**src/rtl/uart_frame_pkg.sv**
```systemverilog
// Shared types and constants for the UART frame transmitter.
// Latency: none (types, constants and a combinational helper only).
// Backpressure: not applicable.
package uart_frame_pkg;

    typedef enum logic [2:0] {
        S_IDLE,
        S_SOF,
        S_LEN,
        S_PAY,
        S_CHK
    } state_t;

    typedef enum logic {
        PH_ISSUE,
        PH_WAIT
    } phase_t;

    localparam logic [7:0] SOF_BYTE  = 8'hA5;
    localparam logic [7:0] CRC8_POLY = 8'h07;

    // Folds one byte into a CRC-8 (MSB-first, no reflection) in a single step.
    function automatic logic [7:0] crc8_byte(input logic [7:0] crc, input logic [7:0] data);
        logic [7:0] c;
        c = crc ^ data;
        for (int i = 0; i < 8; i++) begin
            c = c[7] ? ({c[6:0], 1'b0} ^ CRC8_POLY) : {c[6:0], 1'b0};
        end
        return c;
    endfunction

endpackage

```
**src/rtl/uart_byte_fifo.sv**
```systemverilog
// Synchronous byte FIFO with a combinational head and a live occupancy count.
// Latency: a pushed byte is visible at dout the cycle after the push.
// Backpressure: push is dropped when full, pop is ignored when empty.
module uart_byte_fifo #(
    parameter int DEPTH = 16,
    parameter int AW    = $clog2(DEPTH)
) (
    input  logic          clk,
    input  logic          rst,
    input  logic          push,
    input  logic          pop,
    input  logic [7:0]    din,
    output logic [7:0]    dout,
    output logic          full,
    output logic          empty,
    output logic [AW:0]   level
);

    logic [7:0]    mem [DEPTH];
    logic [AW-1:0] wr_ptr;
    logic [AW-1:0] rd_ptr;
    logic          do_push;
    logic          do_pop;

    assign full    = (level == (AW+1)'(DEPTH));
    assign empty   = (level == '0);
    assign do_push = push && !full;
    assign do_pop  = pop && !empty;
    assign dout    = mem[rd_ptr];

    always_ff @(posedge clk) begin
        if (rst) begin
            wr_ptr <= '0;
            rd_ptr <= '0;
            level  <= '0;
        end else begin
            if (do_push) begin
                mem[wr_ptr] <= din;
                wr_ptr      <= wr_ptr + 1'b1;
            end
            if (do_pop) begin
                rd_ptr <= rd_ptr + 1'b1;
            end
            case ({do_push, do_pop})
                2'b10:   level <= level + 1'b1;
                2'b01:   level <= level - 1'b1;
                default: level <= level;
            endcase
        end
    end

endmodule

```
**src/rtl/uart_frame_tx.sv**
```systemverilog
// Sends buffered payload as SOF, LEN, payload, CHK over the UART tx_start/tx_done handshake; UART_FRAME_CRC8_EN selects CRC-8 CHK.
// Latency: frame_go -> first tx_start next cycle; tx_done -> next tx_start next cycle unless payload is not yet buffered.
// Backpressure: in_ready follows !full; frame_go is ignored while busy; an empty FIFO stalls the payload field.
module uart_frame_tx
    import uart_frame_pkg::*;
#(
    parameter int         DEPTH = 16,
    parameter logic [7:0] SOF   = SOF_BYTE,
    parameter int         AW    = $clog2(DEPTH)
) (
    input  logic          clk,
    input  logic          rst,
    input  logic          in_valid,
    input  logic [7:0]    in_data,
    output logic          in_ready,
    output logic [AW:0]   fifo_level,
    input  logic          frame_go,
    input  logic [7:0]    frame_len,
    output logic          busy,
    output logic          frame_done,
    output logic          tx_start,
    output logic [7:0]    tx_data,
    input  logic          tx_done
);

    state_t     state;
    phase_t     phase;
    state_t     next_st;
    logic [7:0] len_r;
    logic [7:0] rem;
    logic [7:0] chk;
    logic [7:0] fifo_dout;
    logic       fifo_full;
    logic       fifo_empty;
    logic       adv;
    logic       pay_issue;

    function automatic logic [7:0] chk_next(input logic [7:0] acc, input logic [7:0] b);
`ifdef UART_FRAME_CRC8_EN
        return crc8_byte(acc, b);
`else
        return acc + b;
`endif
    endfunction

    assign in_ready = !fifo_full;

    uart_byte_fifo #(
        .DEPTH (DEPTH),
        .AW    (AW)
    ) u_fifo (
        .clk   (clk),
        .rst   (rst),
        .push  (in_valid && in_ready),
        .pop   (pay_issue),
        .din   (in_data),
        .dout  (fifo_dout),
        .full  (fifo_full),
        .empty (fifo_empty),
        .level (fifo_level)
    );

    // rem already counts down at each payload issue, so zero means the payload is exhausted.
    always_comb begin
        next_st = S_IDLE;
        case (state)
            S_SOF:        next_st = S_LEN;
            S_LEN, S_PAY: next_st = (rem == 8'd0) ? S_CHK : S_PAY;
            default:      next_st = S_IDLE;
        endcase
        adv       = (state != S_IDLE) && (phase == PH_WAIT) && tx_done;
        pay_issue = !fifo_empty &&
                    (((state == S_PAY) && (phase == PH_ISSUE)) || (adv && (next_st == S_PAY)));
    end

    // Issuing happens on the edge that enters a field; the ISSUE phase only persists while payload stalls.
    always_ff @(posedge clk) begin
        if (rst) begin
            state      <= S_IDLE;
            phase      <= PH_ISSUE;
            len_r      <= '0;
            rem        <= '0;
            chk        <= '0;
            busy       <= 1'b0;
            frame_done <= 1'b0;
            tx_start   <= 1'b0;
            tx_data    <= '0;
        end else begin
            tx_start   <= 1'b0;
            frame_done <= 1'b0;
            if (state == S_IDLE) begin
                if (frame_go) begin
                    len_r    <= frame_len;
                    rem      <= frame_len;
                    chk      <= '0;
                    busy     <= 1'b1;
                    state    <= S_SOF;
                    phase    <= PH_WAIT;
                    tx_start <= 1'b1;
                    tx_data  <= SOF;
                end
            end else if (pay_issue) begin
                state    <= S_PAY;
                phase    <= PH_WAIT;
                tx_start <= 1'b1;
                tx_data  <= fifo_dout;
                rem      <= rem - 8'd1;
                chk      <= chk_next(chk, fifo_dout);
            end else if (adv) begin
                case (next_st)
                    S_LEN: begin
                        state    <= S_LEN;
                        phase    <= PH_WAIT;
                        tx_start <= 1'b1;
                        tx_data  <= len_r;
                        chk      <= chk_next(chk, len_r);
                    end
                    S_PAY: begin
                        state <= S_PAY;
                        phase <= PH_ISSUE;
                    end
                    S_CHK: begin
                        state    <= S_CHK;
                        phase    <= PH_WAIT;
                        tx_start <= 1'b1;
                        tx_data  <= chk;
                    end
                    default: begin
                        state      <= S_IDLE;
                        phase      <= PH_ISSUE;
                        busy       <= 1'b0;
                        frame_done <= 1'b1;
                    end
                endcase
            end
        end
    end

endmodule

```
**config.mk**
```make
export PLATFORM = sky130hd
export DESIGN_NAME = uart_frame_tx
export DESIGN_NICKNAME = d
export VERILOG_FILES = /design/src/rtl/uart_frame_pkg.sv /design/src/rtl/uart_byte_fifo.sv /design/src/rtl/uart_frame_tx.sv
export SDC_FILE = /design/constraint.sdc
export NUM_CORES = 1
export LEC_CHECK = 0
export BUFFER_PORTS_ARGS = -buffer_cell sky130_fd_sc_hd__buf_2
export CAP_MARGIN = 10
export CORE_AREA = 2 2 117 119
export CTS_CLUSTER_DIAMETER = 60
export DETAILED_ROUTE_END_ITERATION = 8
export DIE_AREA = 0 0 119 121
export PLACE_DENSITY = 0.77
export SYNTH_ARGS = -nofsm -noshare
export SYNTH_HDL_FRONTEND = slang
export SYNTH_SLANG_ARGS = --single-unit
```
**constraint.sdc**
```tcl
create_clock -name clk -period 7.04 [get_ports clk]
set_input_delay 0.352 -clock clk [delete_from_list [all_inputs] [get_ports clk]]
set_output_delay 0.352 -clock clk [all_outputs]
set_load 0.02 [all_outputs]
```
==> impl_metrics.prom <==
# TYPE chip_impl_metric gauge
chip_impl_info{name="cell_at_the_slowest_stage_of_the_critical_path",value="sky130_fd_sc_hd__mux4_1"} 1
chip_impl_metric{name="design.final.nets",unit=""} 682
chip_impl_metric{name="final_critical_path_setup_slack",unit="ns"} 3.136
chip_impl_info{name="worstHoldStart",value="frame_len[2]"} 1
chip_impl_info{name="post-synth-top-area-cell",value="sky130_fd_sc_hd__edfxtp_1"} 1
chip_impl_info{name="crit_path_frequent_cell",value="sky130_fd_sc_hd__a21oi_1"} 1
chip_impl_metric{name="worst_pin_slew",unit="ns"} 1.082
chip_impl_metric{name="clkSlewWorstSetupHoldPaths",unit="ns"} 0.07
chip_impl_metric{name="max_slew_margin",unit=""} 0.2761
chip_impl_metric{name="detail_route.first_pass.iterations",unit=""} 5
chip_impl_metric{name="max_cap_violations",unit=""} 0
chip_impl_metric{name="slowest_delay",unit="ns"} 0.63
chip_impl_metric{name="clock_tree.buffer_depth",unit=""} 2
chip_impl_metric{name="grt_pass1_wl",unit="mm"} 28.19
chip_impl_metric{name="post-route-min-period",unit="ns"} 3.904
chip_impl_metric{name="power.ir.vdd_worst",unit="mV"} 0.1944
chip_impl_metric{name="postCtsSetupBuffers",unit=""} 0
chip_impl_metric{name="cts-resized-gates",unit=""} 0
chip_impl_metric{name="fill_cells",unit=""} 918
chip_impl_metric{name="synthesis.area_per_instance",unit="um2"} 13.43
chip_impl_metric{name="post_route_cells_drive_above_1_share",unit=""} 0.1832
chip_impl_metric{name="number_of_diodes_added_for_antenna_fixing",unit=""} 0
chip_impl_metric{name="remaining_drc_errors",unit=""} 0
chip_impl_metric{name="worstHoldPathCells",unit=""} 3
chip_impl_metric{name="post_detailed_placement_half_perimeter_wirelength",unit="mm"} 11.55
chip_impl_info{name="worst_setup_path_start_kind",value="register"} 1
chip_impl_metric{name="layout-area-overhead-vs-synth",unit="%"} 10.14
chip_impl_metric{name="vias_per_cell",unit=""} 6.233
chip_impl_metric{name="grt.total_usage",unit=""} 0.2651
chip_impl_metric{name="post-route-util",unit=""} 0.6895
chip_impl_metric{name="reg2reg_depth",unit=""} 12
chip_impl_metric{name="power-per-cell-area",unit="nW/um2"} 297.1
chip_impl_info{name="min_delay_worst_endpoint",value="len_r[2]"} 1
chip_impl_metric{name="synthAdderAreaFrac",unit=""} 0.03085
chip_impl_metric{name="timing_hold_violations_final",unit=""} 0
chip_impl_metric{name="grt_start_max_net_pins",unit=""} 56
chip_impl_metric{name="portBuffers",unit=""} 37
chip_impl_metric{name="clkLatencyLatePin",unit="ns"} 0.44
chip_impl_metric{name="ff2ff_setup_slack",unit="ns"} 3.14
chip_impl_info{name="dominantRegCellSynth",value="sky130_fd_sc_hd__edfxtp_1"} 1
chip_impl_metric{name="clock-skew-final",unit="ns"} 0.01050
chip_impl_metric{name="avgRoutedWirePerCell",unit="um"} 21.58
chip_impl_metric{name="synth_seq_cells",unit=""} 184
chip_impl_metric{name="yosys.area.top_type_share",unit=""} 0.4692
chip_impl_metric{name="die_x",unit="um"} 119
chip_impl_metric{name="yosys.area_share.simple",unit=""} 0.09989
chip_impl_metric{name="ios",unit=""} 38
chip_impl_info{name="result_of_the_run",value="complete, no violations"} 1
chip_impl_metric{name="die_area",unit="um2"} 14400
chip_impl_info{name="grt_setup_unrepaired",value="false"} 1
chip_impl_metric{name="drt_first_iter_violations",unit=""} 492
chip_impl_metric{name="detailroute.via_count",unit=""} 5180
chip_impl_info{name="main_combinational_cell_family_by_area_after_synthesis",value="multiplexers"} 1
chip_impl_metric{name="syn_inst",unit=""} 610
chip_impl_metric{name="post_synth_num_cell_types",unit=""} 68
chip_impl_metric{name="max_freq",unit="MHz"} 256.1
chip_impl_metric{name="syn_nets",unit=""} 650
chip_impl_metric{name="cts_htree_levels",unit=""} 4
chip_impl_metric{name="grt_pass1_vias",unit=""} 5175
chip_impl_metric{name="post_synth_mux_area_share",unit=""} 0.1197
chip_impl_metric{name="initial_core_util",unit=""} 0.6260
chip_impl_info{name="worstPathCellList",value="buf_4 -> mux4_1 -> a22o_1 -> a221oi_2 -> o21ai_0 -> ha_1 -> a21o_1 -> a21oi_1 -> a21oi_1 -> or2_2 -> a211o_1 -> and4b_1"} 1
chip_impl_metric{name="finalCritPeriodShare",unit=""} 0.5546
chip_impl_metric{name="stdcell_count",unit=""} 831
chip_impl_info{name="critPathKind",value="register to register"} 1
chip_impl_metric{name="place_congestion",unit=""} 0.8813
chip_impl_metric{name="async_reset_ff_frac",unit=""} 0
chip_impl_metric{name="postRouteWirelength",unit="mm"} 17.93
chip_impl_metric{name="worst-endpoint-arrival",unit="ns"} 4.23
chip_impl_metric{name="tritoncts.num_buffers",unit=""} 17
chip_impl_metric{name="drtAntennaViolNets",unit=""} 0
chip_impl_metric{name="final_setup_violations",unit=""} 0
chip_impl_metric{name="overflow",unit=""} 0
chip_impl_metric{name="std_cell_rows",unit=""} 42
chip_impl_info{name="tritoncts",value="built"} 1
chip_impl_metric{name="synthesized_area_fraction_occupied_by_ao_oa_aoi_and_oai_cells",unit=""} 0.09791
chip_impl_info{name="synth.top_cells.by_area",value="sky130_fd_sc_hd__edfxtp_1 47%, sky130_fd_sc_hd__dfxtp_1 14%, sky130_fd_sc_hd__mux4_2 6.6%"} 1
chip_impl_metric{name="timing_max_transition_violations_final",unit=""} 0
chip_impl_info{name="clk_root_buffer_cell",value="sky130_fd_sc_hd__clkbuf_16"} 1
chip_impl_metric{name="floorplan.die.height",unit="um"} 121
chip_impl_metric{name="power.leakage",unit="nW"} 3.137
chip_impl_metric{name="critical_path.max_fanout",unit=""} 32
chip_impl_metric{name="placed_cells",unit=""} 799
chip_impl_metric{name="number_of_antenna_violations_at_the_first_check_in_global_routing",unit=""} 0
chip_impl_metric{name="synth-xor-area-share",unit=""} 0.01283
chip_impl_metric{name="number_of_warning_messages_in_the_yosys_log",unit=""} 0
chip_impl_metric{name="yosysSeqAreaShare",unit=""} 0.6061
chip_impl_info{name="setup.worst_path.end_class",value="register"} 1
chip_impl_metric{name="cts_hold_bufs",unit=""} 0
chip_impl_metric{name="mappedNetlistArea",unit="um2"} 8192
chip_impl_metric{name="core_area",unit="um2"} 13090
chip_impl_metric{name="tns",unit="ns"} 0
chip_impl_metric{name="crit_required",unit="ns"} 7.37
chip_impl_metric{name="cts.sinks",unit=""} 184
chip_impl_info{name="reg2reg_to",value="chk[7]"} 1
chip_impl_metric{name="dp_slack",unit="ns"} 3.201
chip_impl_metric{name="number_of_synthesized_flops_with_an_enable_pin",unit=""} 128
chip_impl_info{name="hold_path.class",value="input pin to register"} 1
-- metrics by stage --
| step | hold slack (ns) | area (um2) | total power [W] |
|---|---|---|---|
| finish | 0.1713 | 9022 | 0.002680 |
| global route | 0.1820 | 9022 | 0.002778 |
| CTS | 0.1628 | 9022 | 0.002676 |
| detailed placement | 0.4779 | 8438 | 0.001746 |
| global placement | 0.4615 | 8438 | 0.001728 |
| floorplan | 0.4474 | 8192 | 0.001619 |
-- worst max path at each step --
| stage | end | slack, ns | depth (start not counted) |
|---|---|---|---|
| 2_1_floorplan | chk[7] | 3.77 | 15 |
| 3_3_place_gp | chk[7] | 3.30 | 12 |
| 3_5_place_dp | chk[7] | 3.20 | 12 |
| 4_1_cts | chk[7] | 3.14 | 12 |
| 5_1_grt | chk[7] | 2.90 | 12 |
| 6_report | chk[7] | 3.14 | 12 |
-- state kept, by name, summed over array words and instances, names as in the netlist, 3 cells and up, named ones only --
| name | flops |
|---|---|
| u_fifo.mem | 128 |
| chk | 8 |
| len_r | 8 |
| rem | 8 |
| tx_data | 8 |
| u_fifo.level | 5 |
| u_fifo.rd_ptr | 4 |
| u_fifo.wr_ptr | 4 |
| state | 3 |
-- critical path: cells and delay by family (launching register included) --
kind                       cells  cell delay, ns
buffers and inverters          1            0.48
muxes                          1            0.63
adders and majority gates      1            0.36
and+or+nand+nor                2            0.54
DFF                            1            0.31
AOI/OAI and AO/OA              7            1.44
-- power breakdown --
part / switching (W) / total (W) / internal, W
clock: 0.000442 / 0.000947 / 0.000505
combinational: 0.000304 / 0.000474 / 0.000170
sequential: 0.0000519 / 0.00126 / 0.00121
-- area by class of cell --
cell class | count | area (um2) | share of cell area
clock buffer | 18 | 429.2 | 0.04757
clock inverter | 14 | 155.1 | 0.01720
inverter | 16 | 60.06 | 0.006656
multi-input combinational | 381 | 2969 | 0.3291
sequential | 184 | 4966 | 0.5504
tap | 176 | 220.2 | 0.02441
timing repair buffer | 42 | 222.7 | 0.02468
-- placed cells by master (no fill, tap or decap), types with 3 or more instances in the layout --
cell type                   Yosys  final
sky130_fd_sc_hd__dfxtp_1       56     55
sky130_fd_sc_hd__or3_1          7      7
sky130_fd_sc_hd__clkbuf_16      0     17
sky130_fd_sc_hd__a22oi_1        3      3
sky130_fd_sc_hd__nand2b_1       3      3
sky130_fd_sc_hd__buf_2          6     37
sky130_fd_sc_hd__a31oi_1        3      3
sky130_fd_sc_hd__nor2_1        49     49
sky130_fd_sc_hd__a21oi_1       49     49
sky130_fd_sc_hd__inv_6          0      5
sky130_fd_sc_hd__or2_2          3      3
sky130_fd_sc_hd__o2bb2ai_1      4      4
sky130_fd_sc_hd__xor2_1         6      6
sky130_fd_sc_hd__and2_1         3      3
sky130_fd_sc_hd__a21o_1         7      7
sky130_fd_sc_hd__inv_8          0      4
sky130_fd_sc_hd__nor3_1        13     11
sky130_fd_sc_hd__mux4_1        10     10
sky130_fd_sc_hd__ha_1          17     17
sky130_fd_sc_hd__xnor2_1        6      6
sky130_fd_sc_hd__nand3_1        8      8
sky130_fd_sc_hd__o21ai_0       30     30
sky130_fd_sc_hd__nor3_2         2      4
sky130_fd_sc_hd__buf_4          1      5
sky130_fd_sc_hd__inv_1         14     14
sky130_fd_sc_hd__nand2_1       61     61
sky130_fd_sc_hd__a22o_1         4      4
sky130_fd_sc_hd__nor2b_1       10     10
sky130_fd_sc_hd__mux2i_1       11     11
sky130_fd_sc_hd__edfxtp_1     128    128
sky130_fd_sc_hd__mux2_2         4      4
sky130_fd_sc_hd__mux4_2        24     24
-- synthesized netlist by cell type (4+ instances only) --
cell and n:
sky130_fd_sc_hd__o21ai_0 30, sky130_fd_sc_hd__buf_6 5, sky130_fd_sc_hd__a21oi_1 49, sky130_fd_sc_hd__clkbuf_1 11
sky130_fd_sc_hd__mux2_2 4, sky130_fd_sc_hd__inv_1 14, sky130_fd_sc_hd__o2bb2ai_1 4, sky130_fd_sc_hd__nor3_1 13
sky130_fd_sc_hd__nor2_1 49, sky130_fd_sc_hd__mux4_2 24, sky130_fd_sc_hd__nand2_1 61, sky130_fd_sc_hd__mux4_1 10
sky130_fd_sc_hd__edfxtp_1 128, sky130_fd_sc_hd__a22o_1 4, sky130_fd_sc_hd__nor2b_1 10, sky130_fd_sc_hd__xor2_1 6
sky130_fd_sc_hd__buf_2 6, sky130_fd_sc_hd__a21o_1 7, sky130_fd_sc_hd__dfxtp_1 56, sky130_fd_sc_hd__or3_1 7
sky130_fd_sc_hd__ha_1 17, sky130_fd_sc_hd__xnor2_1 6, sky130_fd_sc_hd__nand3_1 8, sky130_fd_sc_hd__mux2i_1 11
-- cell families after synthesis --
| kind of cell | count (synthesis) |
|---|---|
| compound gates | 127 |
| fa+ha+maj | 19 |
| buf+inv | 45 |
| mux | 51 |
| flops | 184 |
| xor+xnor | 12 |
| simple gates | 172 |
-- routing by layer --
metal  part of all wire  global-route usage
met1               0.41              0.3319
met3              0.069             0.07049
met4              0.022              0.1094
met2               0.50              0.4422
met5                  0                   0
Power figures use the tool's default switching activity.
